File: src/rtl/alu_arbiter.sv
// Two-port arbiter in front of the shared multi-cycle ALU: round-robin grant, operand hold, result/flag capture.
// Optional ADDS/SUBS architectural flag register enabled by defining ALU_ARB_FLAG_REG_EN.
module alu_arbiter #(
  parameter int unsigned WIDTH   = 64,
  parameter int unsigned ALU_LAT = 2
) (
  input  logic             clk,
  input  logic             reset,
  input  logic             req0_valid,
  output logic             req0_ready,
  input  logic [2:0]       req0_cntrl,
  input  logic [WIDTH-1:0] req0_A,
  input  logic [WIDTH-1:0] req0_B,
  input  logic             req1_valid,
  output logic             req1_ready,
  input  logic [2:0]       req1_cntrl,
  input  logic [WIDTH-1:0] req1_A,
  input  logic [WIDTH-1:0] req1_B,
  output logic             rsp_valid,
  output logic             rsp_id,
  input  logic             rsp_ready,
  output logic [WIDTH-1:0] rsp_result,
  output logic [3:0]       rsp_flags,
  output logic             rsp_err,
  output logic [WIDTH-1:0] alu_A,
  output logic [WIDTH-1:0] alu_B,
  output logic [2:0]       alu_cntrl,
  input  logic [WIDTH-1:0] alu_result,
  input  logic             alu_negative,
  input  logic             alu_zero,
  input  logic             alu_overflow,
  input  logic             alu_carry_out,
  output logic [3:0]       flags_q
);

  localparam int unsigned CNT_W = 4;

  typedef enum logic [1:0] {IDLE, EXEC, RESP} state_t;

  state_t             state, state_d;
  logic               rr_ptr, rr_ptr_d;
  logic [CNT_W-1:0]   cnt, cnt_d;
  logic               rsp_valid_d, rsp_id_d, rsp_err_d;
  logic [WIDTH-1:0]   rsp_result_d, alu_A_d, alu_B_d;
  logic [3:0]         rsp_flags_d;
  logic [2:0]         alu_cntrl_d;

  logic               grant0, grant1, win_id, win_illegal;
  logic [2:0]         win_cntrl;
  logic [WIDTH-1:0]   win_A, win_B;

  // Single requester wins outright; on contention rr_ptr picks the port.
  assign grant0      = req0_valid & (~req1_valid | ~rr_ptr);
  assign grant1      = req1_valid & (~req0_valid |  rr_ptr);
  assign req0_ready  = (state == IDLE) & grant0;
  assign req1_ready  = (state == IDLE) & grant1;
  assign win_id      = grant1;
  assign win_cntrl   = win_id ? req1_cntrl : req0_cntrl;
  assign win_A       = win_id ? req1_A : req0_A;
  assign win_B       = win_id ? req1_B : req0_B;
  assign win_illegal = (win_cntrl == 3'b001) | (win_cntrl == 3'b111);

  always_comb begin
    state_d      = state;
    rr_ptr_d     = rr_ptr;
    cnt_d        = cnt;
    rsp_valid_d  = rsp_valid;
    rsp_id_d     = rsp_id;
    rsp_result_d = rsp_result;
    rsp_flags_d  = rsp_flags;
    rsp_err_d    = rsp_err;
    alu_A_d      = alu_A;
    alu_B_d      = alu_B;
    alu_cntrl_d  = alu_cntrl;
    unique case (state)
      IDLE: begin
        if (grant0 | grant1) begin
          rr_ptr_d = ~win_id;
          rsp_id_d = win_id;
          if (win_illegal) begin
            // Illegal opcodes never reach the ALU; answer immediately.
            state_d      = RESP;
            rsp_valid_d  = 1'b1;
            rsp_err_d    = 1'b1;
            rsp_result_d = '0;
            rsp_flags_d  = '0;
          end else begin
            state_d     = EXEC;
            cnt_d       = CNT_W'(ALU_LAT - 1);
            alu_A_d     = win_A;
            alu_B_d     = win_B;
            alu_cntrl_d = win_cntrl;
          end
        end
      end
      EXEC: begin
        if (cnt == '0) begin
          state_d      = RESP;
          rsp_valid_d  = 1'b1;
          rsp_err_d    = 1'b0;
          rsp_result_d = alu_result;
          rsp_flags_d  = {alu_negative, alu_zero, alu_overflow, alu_carry_out};
        end else begin
          cnt_d = cnt - CNT_W'(1);
        end
      end
      RESP: begin
        if (rsp_ready) begin
          state_d     = IDLE;
          rsp_valid_d = 1'b0;
        end
      end
      default: state_d = IDLE;
    endcase
  end

  always_ff @(posedge clk) begin
    if (reset) begin
      state      <= IDLE;
      rr_ptr     <= 1'b0;
      cnt        <= '0;
      rsp_valid  <= 1'b0;
      rsp_id     <= 1'b0;
      rsp_result <= '0;
      rsp_flags  <= '0;
      rsp_err    <= 1'b0;
      alu_A      <= '0;
      alu_B      <= '0;
      alu_cntrl  <= 3'b000;
    end else begin
      state      <= state_d;
      rr_ptr     <= rr_ptr_d;
      cnt        <= cnt_d;
      rsp_valid  <= rsp_valid_d;
      rsp_id     <= rsp_id_d;
      rsp_result <= rsp_result_d;
      rsp_flags  <= rsp_flags_d;
      rsp_err    <= rsp_err_d;
      alu_A      <= alu_A_d;
      alu_B      <= alu_B_d;
      alu_cntrl  <= alu_cntrl_d;
    end
  end

`ifdef ALU_ARB_FLAG_REG_EN
  localparam logic [2:0] OP_ADD = 3'b010;
  localparam logic [2:0] OP_SUB = 3'b011;

  // Architectural NZVC: only execute-stage ADD/SUB results set the flags.
  always_ff @(posedge clk) begin
    if (reset) begin
      flags_q <= 4'b0000;
    end else if (rsp_valid & rsp_ready & ~rsp_err & ~rsp_id &
                 ((alu_cntrl == OP_ADD) | (alu_cntrl == OP_SUB))) begin
      flags_q <= rsp_flags;
    end
  end
`else
  assign flags_q = 4'b0000;
`endif

endmodule

File: config.mk
export PLATFORM = sky130hd
export DESIGN_NAME = alu_arbiter
export DESIGN_NICKNAME = d
export VERILOG_FILES = /design/src/rtl/alu_arbiter.sv
export SDC_FILE = /design/constraint.sdc
export NUM_CORES = 1
export LEC_CHECK = 0
export ABC_CLOCK_PERIOD_IN_PS = 3700
export CAP_MARGIN = 20
export CORE_AREA = 2 2 208 210
export DETAILED_ROUTE_END_ITERATION = 8
export DIE_AREA = 0 0 210 212
export PLACE_DENSITY = 0.6
export SLEW_MARGIN = 20
export SYNTH_ARGS = -nofsm -noshare
export SYNTH_HDL_FRONTEND = slang
export SYNTH_SLANG_ARGS = --single-unit
File: constraint.sdc
create_clock -name clk -period 3.7 [get_ports clk]
set_clock_uncertainty 0.05 [all_clocks]
set_input_delay 0.74 -clock clk [delete_from_list [all_inputs] [get_ports clk]]
set_output_delay 0.74 -clock clk [all_outputs]
set_load 0.02 [all_outputs]
### Yosys cells after proc, flatten, opt, wreduce, memory -nomap -nowiden

Index checks and enable logic that the tools add are counted.

* flip-flop bits (word level): 209
* output and inout port bits: 208

* reductions and logical operators: 10
* add/subtract/negate cells: 1
* multiplexer cells: 27
* bitwise logic cells: 13
* equal/unequal tests: 10

Operator list (count)
* $mux 64: 5
* $pmux 64 s2: 1
* $mux 4: 6
* $pmux 4 s2: 2
* $ne 2x2->1 const B: 5
* $mux 2: 4
* $reduce_and 4->1: 2
* $pmux 2 s3: 1
* $reduce_and 3->1: 2
* $mux 1: 5
* $not 1->1: 5
* $reduce_and 5->1: 1
* $and 1x1->1: 4
* $logic_not 4->1: 1
* $or 1x1->1: 4
* $sub 4x1->4 const B: 1
* $eq 3x1->1 const B: 1
* $eq 3x3->1 const B: 1
* $mux 3: 1
* $pmux 1 s3: 1
* $reduce_bool 3->1: 1
* $eq 2x1->1 const B: 1
* $eq 2x2->1 const B: 1
* $logic_not 2->1: 1
* 4 further kinds: 4

### Depth between registers and ports, before layout

Gate-level depths: netlist (run 1).

* word-level depth: 9
* depth in mapped cells: 8
* gate-level depth less buffers: 6

### Worst setup path before layout (run 1)

Ideal clock, no wire load.

* path type: input port to output port
* start: input port req0_valid
* end: output port req0_ready
* path buffers: 2
* data required time: 2.910 ns
* slack: 1.107 ns
* arrival time: 1.803 ns
* stages on the path: 5
* cell sequence: nor2b_1 nor2_1 buf_2 buf_2 nor2_1

* word-level cells in the longest chain between the ends: 2

Ends and longest elaborated chain
* from (decl): line 9 `input logic req0_valid,`
* $and 1x1->1: line 53 `assign grant0 = req0_valid & (~req1_valid | ~rr_ptr);`
* $and 1x1->1: line 55 `assign req0_ready = (state == IDLE) & grant0;`
* to (decl): line 10 `output logic req0_ready,`

No other way between the ends.

### Worst setup path after layout (run 1)

Same ends and word-level chain as after synthesis.

==> impl_metrics.json, run 1 <==
{
  "synth-seq-cells": 209,
  "root_buffer": "clkbuf_16",
  "fin_crit_ps": 3420,
  "ios": 543,
  "seq_area_frac_synth_pct": 49.0,
  "wire_per_inst_microns": 17.8,
  "dp_hpwl_mm": 24.8,
  "ys_types": 35,
  "initial_core_util_pct": 20.1,
  "dr.first_iter.drc_count": 591,
  "synthesis.area_sq_um": 8550,
  "cts_resized": 0,
  "end_kind": "output port",
  "max_freq_mhz": 292,
  "startpoint_type": "primary input",
  "status": "finished, final reports clean",
  "cp_common_cell": "clkdlybuf4s50_1",
  "vias": 9589,
  "setup-violations-final": 0,
  "worst_pin_slew_ps": 954,
  "diodes": 0,
  "netlist.top_cell.by_area": "dfxtp_1",
  "synth-async-reset-ratio_pct": 0,
  "path_buf_inv": 2,
  "power_per_cell_area_nw_per_um2": 554,
  "stdcell_count": 2008,
  "antenna_found_initial": 0,
  "rows": 76,
  "grt_usage_pct": 14.8,
  "core_sq_um": 42500,
  "drc": 0,
  "ctsHoldBuffers": 0,
  "grt_overflow": 0,
  "drv_cap": 0,
  "cts_max_level": 1,
  "die_height_microns": 212,
  "grt_max_degree": 133,
  "synth_flop_cell": "dfxtp_1",
  "clk_pin_slew_ps": 60,
  "cts_tree": "yes",
  "hold_class": "reg -> reg",
  "max_stage_delay_ps": 680,
  "report.final.slew_viol_count": 0,
  "place_congestion": 0.777,
  "yosysWarnings": 0,
  "regToRegStartpoint": "cnt[0]",
  "drt_pre_antenna_iters": 5,
  "period_share_pct": 92.6,
  "setup_ws_ps": 275,
  "cp-startpoint": "req0_valid",
  "drive_above_1_share_pct": 4.58,
  "cp.arrival_ps": 2630,
  "area_delta_synth_final_pct": 78.8,
  "hold_viol": 0,
  "synth_top_area_share_pct": 49.0,
  "worst-path-max-fanout": 3,
  "placed_cells": 1965,
  "grt_pass1_wl_mm": 53.1,
  "slew_headroom_pct": 36.4,
  "fp.dieW_microns": 210,
  "hp-start": "rsp_valid",
  "cts_sinks": 209,
  "ir_worst_vdd_mv": 0.239,
  "rsz0062_at_grt": "false",
  "clk_path_buf_depth": 3,
  "numCtsBuffers": 26,
  "yosys-top-cells-area": "dfxtp_1, a311oi_1, nand2_1",
  "grt_pass1_vias": 9317,
  "power_leakage_nw": 5.47,
  "synthCells": 975,
  "avgSynthCellArea_sq_um": 8.77,
  "avgViaCountPerCell": 4.78,
  "wirelength_mm": 35.8,
  "die-area_sq_um": 44500,
  "io_buffer_count": 538,
  "yosysMostFrequentCell": "nand2_1",
  "path_cells": "clkdlybuf4s50_1 > nor2b_1 > nor2_4 > nor2_1 > clkdlybuf4s50_1",
  "clk_latency_ps": 550,
  "total_power_mw": 8.47,
  "slowest_stage": "clkdlybuf4s50_1",
  "post_cts_buffers": 0,
  "synth_edf_count": 0,
  "cp.required_ps": 2910,
  "finalNetCount": 1784,
  "ys_top_cells_by_count": "nand2_1, dfxtp_1, nor3_1",
  "post-place-ws_ps": 240,
  "ant_nets": 0,
  "setup_tns_ps": 0,
  "critPathKind": "in -> out",
  "cp_top_family": "buffers and inverters"
}
[through the flow]
stage                     cell area [sq um]  utilization (%)  hold WS (ps)
after floorplan                        8560                -           436
after global placement                14400             33.9           392
after detailed placement              14400             33.9           407
after CTS                             15300             36.0           415
after global routing                  15300             36.0           430
final                                 15300             36.0           411
[worst paths after layout]
| kind | slack, ps | to | cells past startpoint |
|---|---|---|---|
| min reg2reg | 410 | rsp_valid | 2 |
| min | 410 | rsp_valid | 2 |
| max reg2reg | 1330 | rsp_result[23] | 7 |
| max | 280 | req0_ready | 5 |
[report_power, final]
group / internal [mW] / total [mW] / switching (mW)
Clock: 1.64 / 2.66 / 1.02
Sequential: 2.64 / 2.85 / 0.216
Combinational: 1.40 / 2.96 / 1.56
[cell usage in the layout (no fill, tap or decap), types with 4 or more instances in the layout]
cell type          n
nor2_1             6
a32o_1            68
bufinv_16          4
clkbuf_16         26
a21oi_1            8
nor3_1           134
conb_1             4
inv_1              6
buf_4              8
clkbuf_8           4
nand2_1          262
clkdlybuf4s50_1  537
buf_12             9
a311oi_1         131
dfxtp_1          209
[tightest hold or removal path, cell delays in order, from the launching register on]
cell     delay (ps)
dfxtp_1         310
nand2_1          50
a21oi_1          50
[routing by layer]
layer	routed length, microns	part of all wire [%]	GRT usage, %	vias to the layer above
met5	0	0	0	-
met4	906	2.5	4.60	0
met3	3100	8.6	4.51	64
met2	17400	49	25.8	425
met1	14400	40	17.5	4529
li1	-	-	-	4571
[sequential cells by signal, indices dropped and copies added (netlist names)]
| register | count |
|---|---|
| state | 2 |
| alu_B | 64 |
| rsp_id | 1 |
| rsp_flags | 4 |
| rr_ptr | 1 |
| alu_cntrl | 3 |
| rsp_result | 64 |
| cnt | 4 |
| rsp_err | 1 |
| alu_A | 64 |
| rsp_valid | 1 |
[cell families after synthesis]
logic type	after synthesis	synth area share, %
muxes	1	0.117
AOI/OAI and AO/OA	223	23.6
DFF	209	49.0
buffers and inverters	120	6.13
xor gates and xnor gates	2	0.205
and+or+nand+nor	417	20.6
other	1	0.0439
adders and majority gates	2	0.293
[cell type report]
| cell class | count | area, sq um |
|---|---|---|
| Sequential cell | 209 | 4180 |
| Multi-Input combinational cell | 649 | 3890 |
| Tap cell | 546 | 683 |
| Inverter | 7 | 26.3 |
| Clock buffer | 33 | 717 |
| Fill cell | 4305 | 27200 |
| Clock inverter | 10 | 168 |
| Timing Repair Buffer | 554 | 5620 |
No activity file was read; power rests on OpenSTA's default activity.
==> inputs of run 2 (changes only) <==
CORE_AREA = 5 5 206 208   (was 2 2 208 210)
DIE_AREA = 0 0 211 213   (was 0 0 210 212)
PLACE_DENSITY = 0.62   (was 0.6)
==> run 2 against run 1 <==
Net effect: worst setup slack worse by 120 ps; via count is 0.11% higher; highest routed layer is now met5; power decreased by 1.9%; cell count down 0.65%; global-route usage rose by 0.47 points; critical path type unchanged; routed wire length increased by 5.5%; critical endpoint unchanged.
==> impl_metrics.json, run 2 (synthesis gave the netlist of run 1 again) <==
{
  "core_sq_um": 40400,
  "numCtsBuffers": 25,
  "cts_max_level": 1,
  "drive_above_1_share_pct": 4.44,
  "area_delta_synth_final_pct": 77.9,
  "dr.first_iter.drc_count": 543,
  "ir_worst_vdd_mv": 0.337,
  "n_fill_cell": 4144,
  "seqCellArea_sq_um": 4180,
  "max_stage_delay_ps": 690,
  "drt_pre_antenna_iters": 4,
  "grt_max_degree": 133,
  "whs_ps": 417,
  "layout_commonest_cell": "clkdlybuf4s50_1",
  "power_leakage_nw": 5.44,
  "total_power_mw": 8.31,
  "wirelength_mm": 37.8,
  "slowest_stage": "clkdlybuf4s50_1",
  "cts_sinks": 209,
  "grt_pass1_wl_mm": 55.7,
  "rows": 74,
  "hold_class": "reg -> reg",
  "fin_crit_ps": 3540,
  "setup_tns_ps": 0,
  "grt_pass1_vias": 9409,
  "power_per_cell_area_nw_per_um2": 547,
  "startpoint_type": "primary input",
  "cp.required_ps": 2910,
  "fp.dieW_microns": 211,
  "io_buffer_count": 538,
  "clk_pin_slew_ps": 60,
  "ant_nets": 0,
  "worst-path-max-fanout": 3,
  "slew_headroom_pct": 36.5,
  "ios": 543,
  "cp.arrival_ps": 2750,
  "dp_hpwl_mm": 26.7,
  "multi_input_comb_area_sq_um": 3890,
  "antenna_found_initial": 1,
  "vias": 9600,
  "critPathKind": "in -> out",
  "cp_common_cell": "clkdlybuf4s50_1",
  "hold_viol": 0,
  "place_congestion": 0.829,
  "r2r_cells": 7,
  "layout_common_cells": "clkdlybuf4s50_1, nand2_1, dfxtp_1",
  "worst_pin_slew_ps": 953,
  "ctsHoldBuffers": 0,
  "end_kind": "output port",
  "status": "finished, final reports clean",
  "whs_path_depth": 2,
  "initial_core_util_pct": 21.2,
  "utilization_pct": 37.7,
  "wire_per_inst_microns": 18.9,
  "die-area_sq_um": 44900,
  "setup-violations-final": 0,
  "diodes": 0,
  "clk_latency_ps": 520,
  "avgViaCountPerCell": 4.81,
  "drv_cap": 0,
  "die_height_microns": 213,
  "grt_overflow": 0,
  "max_freq_mhz": 282,
  "finalNetCount": 1782,
  "clk_path_buf_depth": 3,
  "cts_resized": 0,
  "report.final.slew_viol_count": 0,
  "grt_usage_pct": 15.3,
  "cts_tree": "yes",
  "root_buffer": "clkbuf_16",
  "drc": 0,
  "period_share_pct": 95.7,
  "path_cells": "clkdlybuf4s50_1 > nor2b_1 > nor2_4 > nor2_1 > clkdlybuf4s50_1",
  "rsz0062_at_grt": "false",
  "biggestRegsByFlops": "alu_A x64, alu_B x64, rsp_result x64",
  "post_cts_buffers": 0
}
-- run 2: changes by cell type in the layout (fill, tap and decap cells not counted), moves of 2 or more --
cell       change
bufinv_16      -2
clkbuf_1       +3
clkbuf_8       +2
clkinv_2       +2
inv_6          +2
-- run 2: power by group --
part | total, mW | internal (mW) | leakage (nW) | switching, mW
clock | 2.48 | 1.50 | 0.411 | 0.975
combinational | 2.98 | 1.40 | 3.31 | 1.58
sequential | 2.85 | 2.64 | 1.72 | 0.211
-- run 2: area by class of cell --
| cell class | instances | share of cell area [%] |
|---|---|---|
| multi-input combinational | 649 | 25.6 |
| inverter | 7 | 0.181 |
| clock inverter | 8 | 0.642 |
| clock buffer | 37 | 4.81 |
| timing repair buffer | 553 | 36.9 |
| sequential | 209 | 27.5 |
| tap | 532 | 4.38 |
-- run 2: metal layers --
layer,part of all wire [%],track usage (%)
met1,39,18.1
met2,49,26.6
met3,8.9,5.22
met4,2.8,4.20
met5,0.034,0
-- run 2: worst max-delay path, delay by kind of cell --
| family | cells | cell delay (ps) |
|---|---|---|
| and+or+nand+nor | 3 | 820 |
| buffers and inverters | 2 | 1180 |
-- run 2: path summary, 6_finish.rpt --
kind	from	end	slack (ps)
hold reg to reg	rsp_valid	rsp_valid	420
hold / removal	rsp_valid	rsp_valid	420
setup reg to reg	cnt[0]	rsp_result[28]	1450
setup / recovery	req0_valid	req0_ready	160
-- run 2: through the flow --
stage	area, sq um	instances	setup slack, ps
after CTS	15200	1995	141
after global placement	14400	1950	125
after detailed placement	14400	1950	146
final	15200	1995	160
after floorplan	8560	978	1110
after global routing	15200	1995	64.5
==> inputs of run 3 (changes only) <==
GPL_TIMING_DRIVEN = 0   (was default)
==> run 3 against run 2 <==
Net effect: maximum frequency is 4.3% higher; critical path depth stayed put; sequential share of layout area is 0.43 points lower; final area is 1.6% higher; non-clock buffer count is 96 higher; global-route usage is 2.4 points higher; routed wire length is 13% higher; highest routed layer unchanged; cell count is 4.8% higher; sequential power hardly changed; worst setup slack better by 150 ps; flip-flop and latch count stayed put.
==> impl_metrics.json, run 3 (synthesis gave the netlist of run 1 again) <==
{
  "post-place-ws_ps": -905,
  "die-area_sq_um": 44900,
  "ant_nets": 0,
  "fin_crit_ps": 3390,
  "root_buffer": "clkbuf_16",
  "diodes": 0,
  "cp.required_ps": 2910,
  "wirelength_mm": 42.8,
  "drc": 0,
  "finalNetCount": 1877,
  "ios": 543,
  "period_share_pct": 91.7,
  "layout_commonest_cell": "clkdlybuf4s50_1",
  "core_sq_um": 40400,
  "critPathKind": "in -> out",
  "drv_cap": 0,
  "cts_sinks": 209,
  "grt_use_met2_pct": 31.0,
  "worst_pin_slew_ps": 967,
  "vias": 10112,
  "grt_usage_pct": 17.7,
  "ir_worst_vdd_mv": 0.272,
  "cp.arrival_ps": 2600,
  "hold_viol": 0,
  "layout_common_cells": "clkdlybuf4s50_1, nand2_1, dfxtp_1",
  "grt_max_degree": 15,
  "cts_max_level": 1,
  "max_freq_mhz": 295,
  "startpoint_type": "primary input",
  "place_congestion": 0.931,
  "hold_class": "reg -> reg",
  "dr.first_iter.drc_count": 506,
  "antenna_found_initial": 3,
  "clk_pin_slew_ps": 60,
  "seqCellArea_sq_um": 4180,
  "io_buffer_count": 536,
  "end_kind": "output port",
  "cts_tree": "yes",
  "grt_pass1_wl_mm": 62.3,
  "grt_most_used_layer": "met2",
  "wire_per_inst_microns": 20.5,
  "avgViaCountPerCell": 4.84,
  "setup_ws_ps": 307,
  "numCtsBuffers": 24,
  "grt_overflow": 0,
  "rows": 74,
  "multi_input_comb_area_sq_um": 3870,
  "status": "finished, final reports clean",
  "biggestRegsByFlops": "alu_A x64, alu_B x64, rsp_result x64",
  "report.final.slew_viol_count": 0,
  "setup-violations-final": 0,
  "slew_headroom_pct": 35.5,
  "power_per_cell_area_nw_per_um2": 543,
  "die_height_microns": 213,
  "rsz0062_at_grt": "false",
  "worst-path-max-fanout": 14,
  "use_met1_pct": 20.4,
  "grt_pass1_vias": 10338,
  "fp.dieW_microns": 211,
  "power_leakage_nw": 5.63,
  "drt_pre_antenna_iters": 5,
  "clk_latency_ps": 540,
  "area_delta_synth_final_pct": 80.7,
  "initial_core_util_pct": 21.2,
  "gr-usage-met3_pct": 6.29,
  "ctsHoldBuffers": 0,
  "clk_path_buf_depth": 3,
  "total_power_mw": 8.39,
  "drive_above_1_share_pct": 6.16,
  "n_fill_cell": 4122,
  "dp_hpwl_mm": 33.7
}
[run 3: cell types whose count changed in the layout (fill, tap and decap cells not counted), moves of 2 or more]
cell	before	now
clkinv_2	5	3
clkbuf_1	6	63
inv_6	2	0
nand2_4	2	0
clkbuf_8	6	8
buf_1	0	5
buf_12	9	0
clkdlybuf4s50_1	537	535
buf_2	0	43
[run 3: layout make-up]
type,count,area share [%]
repair buffers,537,34.8
flip-flops and latches,209,27.1
multi-input cells,649,25.0
clock buffers,37,4.72
well taps,532,4.31
plain buffers,112,3.22
clock inverters,7,0.640
inverters,7,0.170
[run 3: path summary, 6_finish.rpt]
| check | depth (start not counted) | start | slack (ps) | to |
|---|---|---|---|---|
| worst max register to register | 6 | rr_ptr | 910 | alu_A[44] |
| worst min register to register | 2 | rsp_valid | 420 | rsp_valid |
| worst max-delay path | 5 | req0_valid | 310 | req1_ready |
| worst min-delay path | 2 | rsp_valid | 420 | rsp_valid |
[run 3: per-layer routing]
metal	up-vias	share of wire [%]
li1	4769	-
met1	4763	38
met2	488	49
met3	86	9.5
met4	6	3.2
met5	-	0.079
[run 3: critical path: stages]
cell	delay [ps]
clkdlybuf4s50_1	520
nand2b_1	200
nand2_2	280
nor2_1	180
clkdlybuf4s50_1	660
[run 3: power breakdown]
| part | internal [mW] | switching (mW) |
|---|---|---|
| sequential | 2.64 | 0.229 |
| combinational | 1.41 | 1.64 |
| clock | 1.50 | 0.979 |
[run 3: repair_timing]
action	CTS	global route
setup endpoints to repair	2	2
resized for setup	5	2
pin swaps	1	0
setup buffers	1	0
[run 3: through the flow]
| stage | TNS, ps | util, % | instance area (sq um) | hold slack [ps] | instances |
|---|---|---|---|---|---|
| floorplan | 0 | - | 8560 | 436 | 978 |
| global placement | -1310 | 36.1 | 14600 | 400 | 2046 |
| detailed placement | -4260 | 36.1 | 14600 | 407 | 2046 |
| CTS | 0 | 38.2 | 15400 | 415 | 2090 |
| global route | 0 | 38.3 | 15400 | 449 | 2090 |
| finish | 0 | 38.3 | 15400 | 421 | 2090 |
